[config.mk]
export PLATFORM = sky130hd
export DESIGN_NAME = booth_multiplier_10bit
export DESIGN_NICKNAME = d
export VERILOG_FILES = /design/src/rtl/booth_multiplier_10bit.sv
export SDC_FILE = /design/constraint.sdc
export NUM_CORES = 1
export LEC_CHECK = 0
export ABC_AREA = 0
export CAP_MARGIN = 20
export CORE_ASPECT_RATIO = 0.5
export CORE_MARGIN = 5
export CORE_UTILIZATION = 33
export DETAILED_ROUTE_END_ITERATION = 12
export GPL_ROUTABILITY_DRIVEN = 0
export PLACE_DENSITY = 0.59
export SYNTH_ARGS = -nofsm -noshare
export SYNTH_HDL_FRONTEND = slang
export SYNTH_SLANG_ARGS = --single-unit
[constraint.sdc]
create_clock -name clk -period 3.3 [get_ports clk]
set_input_delay 0.66 -clock clk [delete_from_list [all_inputs] [get_ports clk]]
set_output_delay 0.66 -clock clk [all_outputs]
set_load 0.03 [all_outputs]
[src/rtl/booth_multiplier_10bit.sv]
// Sequential signed radix-2 Booth multiplier: WIDTH iterations of add/sub then arithmetic shift right.
// Optional zero-operand early completion when BOOTH_ZERO_SKIP_EN is defined.
module booth_multiplier_10bit #(
    parameter int WIDTH = 10
) (
    input  logic                 clk,
    input  logic                 rst,
    input  logic                 start,
    input  logic [WIDTH-1:0]     multiplicand,
    input  logic [WIDTH-1:0]     multiplier,
    output logic                 busy,
    output logic                 done,
    output logic [2*WIDTH-1:0]   product
);

    typedef enum logic [1:0] {IDLE, RUN, DONE} state_t;

    localparam logic [3:0] LAST = 4'(WIDTH - 1);

    state_t                    state_q, state_d;
    logic signed [WIDTH:0]     m_q, m_d;
    logic signed [WIDTH:0]     acc_q, acc_d;
    logic [WIDTH-1:0]          q_q, q_d;
    logic                      qm1_q, qm1_d;
    logic [3:0]                count_q, count_d;
    logic [2*WIDTH-1:0]        product_q, product_d;
    logic                      busy_q, busy_d;
    logic                      done_q, done_d;

    logic signed [WIDTH:0]     acc_sum;
    logic [2*WIDTH+1:0]        shifted;
    logic                      zero_op;

    // One-bit arithmetic right shift of the combined {acc, q, q_m1} register.
    function automatic logic [2*WIDTH+1:0] asr1(input logic [2*WIDTH+1:0] v);
        return {v[2*WIDTH+1], v[2*WIDTH+1:1]};
    endfunction

`ifdef BOOTH_ZERO_SKIP_EN
    assign zero_op = (multiplicand == '0) || (multiplier == '0);
`else
    assign zero_op = 1'b0;
`endif

    always_comb begin
        case ({q_q[0], qm1_q})
            2'b01:   acc_sum = acc_q + m_q;
            2'b10:   acc_sum = acc_q - m_q;
            default: acc_sum = acc_q;
        endcase
        shifted = asr1({acc_sum, q_q, qm1_q});
    end

    always_ff @(posedge clk or posedge rst) begin
        if (rst) begin
            state_q   <= IDLE;
            m_q       <= '0;
            acc_q     <= '0;
            q_q       <= '0;
            qm1_q     <= 1'b0;
            count_q   <= '0;
            product_q <= '0;
            busy_q    <= 1'b0;
            done_q    <= 1'b0;
        end else begin
            state_q   <= state_d;
            m_q       <= m_d;
            acc_q     <= acc_d;
            q_q       <= q_d;
            qm1_q     <= qm1_d;
            count_q   <= count_d;
            product_q <= product_d;
            busy_q    <= busy_d;
            done_q    <= done_d;
        end
    end

    always_comb begin
        state_d = state_q;
        case (state_q)
            IDLE:    if (start) state_d = zero_op ? DONE : RUN;
            RUN:     if (count_q == LAST) state_d = DONE;
            DONE:    state_d = IDLE;
            default: state_d = IDLE;
        endcase
    end

    // Datapath and registered status outputs follow the next state so busy/done are glitch-free flops.
    always_comb begin
        m_d       = m_q;
        acc_d     = acc_q;
        q_d       = q_q;
        qm1_d     = qm1_q;
        count_d   = count_q;
        product_d = product_q;
        case (state_q)
            IDLE: begin
                if (start) begin
                    m_d     = {multiplicand[WIDTH-1], multiplicand};
                    acc_d   = '0;
                    q_d     = multiplier;
                    qm1_d   = 1'b0;
                    count_d = '0;
                    if (zero_op) product_d = '0;
                end
            end
            RUN: begin
                acc_d   = shifted[2*WIDTH+1:WIDTH+1];
                q_d     = shifted[WIDTH:1];
                qm1_d   = shifted[0];
                count_d = count_q + 4'd1;
                if (count_q == LAST) product_d = shifted[2*WIDTH:1];
            end
            default: ;
        endcase
        busy_d = (state_d == RUN);
        done_d = (state_d == DONE);
    end

    assign busy    = busy_q;
    assign done    = done_q;
    assign product = product_q;

endmodule

==> results.tsv <==
metric	value	unit
Register Area	0.00148	mm^2
Post-synth top flop	dfrtp_1	
VDD IR max	0.452	mV
total gr overflow	0	
final critical-path share of the clock period	88.4	%
post-synth cell types	51	
syn avg cell area	9.62	um^2
area added between synthesis and finish	28.5	%
Initial Util	33.7	%
Worst Tran Pin Value	606	ps
fillcell total	933	
Pleak	1.82	nW
Fin Setup TNS	0	ps
via/cell ratio	4.90	
crit-path max FO	10	
Gate Count Post-Synth	329	
DR iter-0 viols	145	
Final min period	2920	ps
sequential area share after synthesis	46.6	%
standard-cell row count	25	
post-CTS setup buffers	0	
slew margin rel.	59.5	%
initial antenna violation count	0	
Worst Hold Class	register to register	
Final nets	414	
# clock sinks	59	
core area	0.00938	mm^2
htree depth	3	
FF+latch count, synth	59	
ANT nets after route	0	
die width	149	um
clk buf depth	2	
final core utilization	43.4	%
Clock transition at path regs	50	ps
Post-synth ARST share	100	%
Residual DRC	0	
hold bufs inserted after CTS	0	
RSZ-0062 raised after global routing	no	
DIE HEIGHT	79.3	um
CTS Root Cell	clkbuf_16	
vias	2459	
Syn. warnings	0	
commonest cells after routing, fill and taps aside	nand2_1, dfrtp_1, clkdlybuf4s50_1, o21ai_0, ha_1	
final-report setup violation count	0	
PostCTS Resize Cnt	0	
Final Max Tran Viols	0	
f_max	0.343	GHz
Setup crit end kind	register	
crit path DAT	3110	ps
post-DP HPWL	5020	um
Worst EP required	3490	ps
CTS tree	done	
PortBufs	44	
Die Footprint	0.0118	mm^2
Syn Nets	367	
vias in the first global route	2445	
io pins	45	
first-pass GRT wire length	11900	um
max cap viols	0	
Worst Setup Start Kind	register	
most common cell after layout, fill and taps aside	nand2_1	
hold slack	470	ps
WL final	6920	um
outcome	completed	
PD cells	1310	mW/mm^2
clk_skew	8.49	ps
Antenna Cells	0	
Tot GR Track Use	12.7	%
largest net degree at the start of global routing	60	
Syn Std Cell Area	0.00317	mm^2
EDFF count, synth	0	
CP Class	register to register	
clk_lat worst skew	330	ps
multi-input logic area	0.00158	mm^2
CTS Buf Count	9	
routed len/inst	13.8	um
final hold viol count	0	
TritonRoute pass-1 iters	4	
share of cells above drive strength 1	11.5	%
-- stage by stage --
step           setup WS, ps  power, mW  std cells  cell area (um^2)
2_1_floorplan           471       3.65        329              3170
3_3_place_gp            425       4.39        486              3770
3_5_place_dp            381       4.42        486              3770
4_1_cts                 365       5.38        502              4070
5_1_grt                94.7       5.79        502              4070
6_report                381       5.32        502              4070
-- synthesized netlist by cell type, types with 2 or more instances --
library cell  number  area, um^2
a221o_1            2        20.0
dfrtp_1           59        1480
nor2_1            13        48.8
clkbuf_1          11        41.3
and3_1             2        12.5
nor3_1            10        50.1
buf_2              2        10.0
nor2b_4            2        27.5
mux2i_1            4        40.0
buf_1              3        11.3
o31a_1             2        17.5
a21o_1             5        37.5
o21ai_0           23         115
mux2_2             9         101
nor2b_1            4        25.0
xor2_1             3        26.3
ha_1              14         175
a31oi_1            3        18.8
a22oi_1            8        60.1
o31ai_1            2        15.0
nand2_1           65         244
o21ai_1            5        25.0
or3_1              3        18.8
nand3_1            3        15.0
xnor2_1            9        78.8
nand3b_1           3        22.5
nand2b_1           4        25.0
inv_1             13        48.8
o21a_1             4        30.0
a22o_1             5        43.8
a21oi_1           12        60.1
nor3b_2            3        37.5
-- state kept, by name, indices dropped and copies added, names as in the netlist --
| signal | flops |
|---|---|
| m_q | 10 |
| state_q | 2 |
| qm1_q | 1 |
| product | 20 |
| count_q | 4 |
| busy | 1 |
| done | 1 |
| q_q | 10 |
| acc_q | 10 |
-- worst max-delay path, stage by stage (launching register included) --
cell	delay [ps]
dfrtp_1	400
ha_1	390
mux2_2	410
inv_1	60
ha_1	220
nor2b_4	130
o211a_4	240
o31ai_2	270
nand2b_1	100
a311oi_2	260
xor2_1	210
o31ai_1	80
-- cell type report --
class | count | area share [%]
repair buffers | 52 | 12.6
multi-input cells | 241 | 38.8
flip-flops and latches | 59 | 36.3
clock inverters | 7 | 1.88
clock buffers | 9 | 5.54
well taps | 121 | 3.72
inverters | 13 | 1.20
-- where the power goes --
group,internal [mW],switching (mW),leakage [nW]
sequential,1.06,0.276,0.737
combinational,1.42,1.63,0.945
clock,0.588,0.346,0.142
total,3.07,2.25,1.82
-- path summary, 6_finish.rpt --
| check | slack [ps] | cells past startpoint | startpoint | end |
|---|---|---|---|---|
| min reg2reg | 470 | 2 | product[9] | product[9] |
| max in group asynchronous | 2320 | 3 | rst | product[18] |
| min in group asynchronous | 700 | 3 | rst | product[1] |
| max | 380 | 11 | q_q[0] | acc_q[8] |
| max reg2reg | 380 | 11 | q_q[0] | acc_q[8] |
| min | 470 | 2 | product[9] | product[9] |
-- metal layers --
layer | routed length (um) | track usage, % | vias to the layer above
met5 | 0 | 0 | -
met4 | 83 | 4.15 | 0
met3 | 284 | 4.45 | 6
met2 | 3150 | 20.2 | 37
met1 | 3410 | 16.3 | 1168
li1 | - | - | 1248
-- kinds of logic after synthesis --
kind of cell / Yosys count / share of synthesized area, %
simple gates: 119 / 18.3
compound gates: 81 / 17.2
mux: 14 / 4.90
flops: 59 / 46.6
xor+xnor: 12 / 3.32
buf+inv: 29 / 3.52
fa+ha+maj: 15 / 6.17
Note: power is estimated with default switching activity, not from simulation.
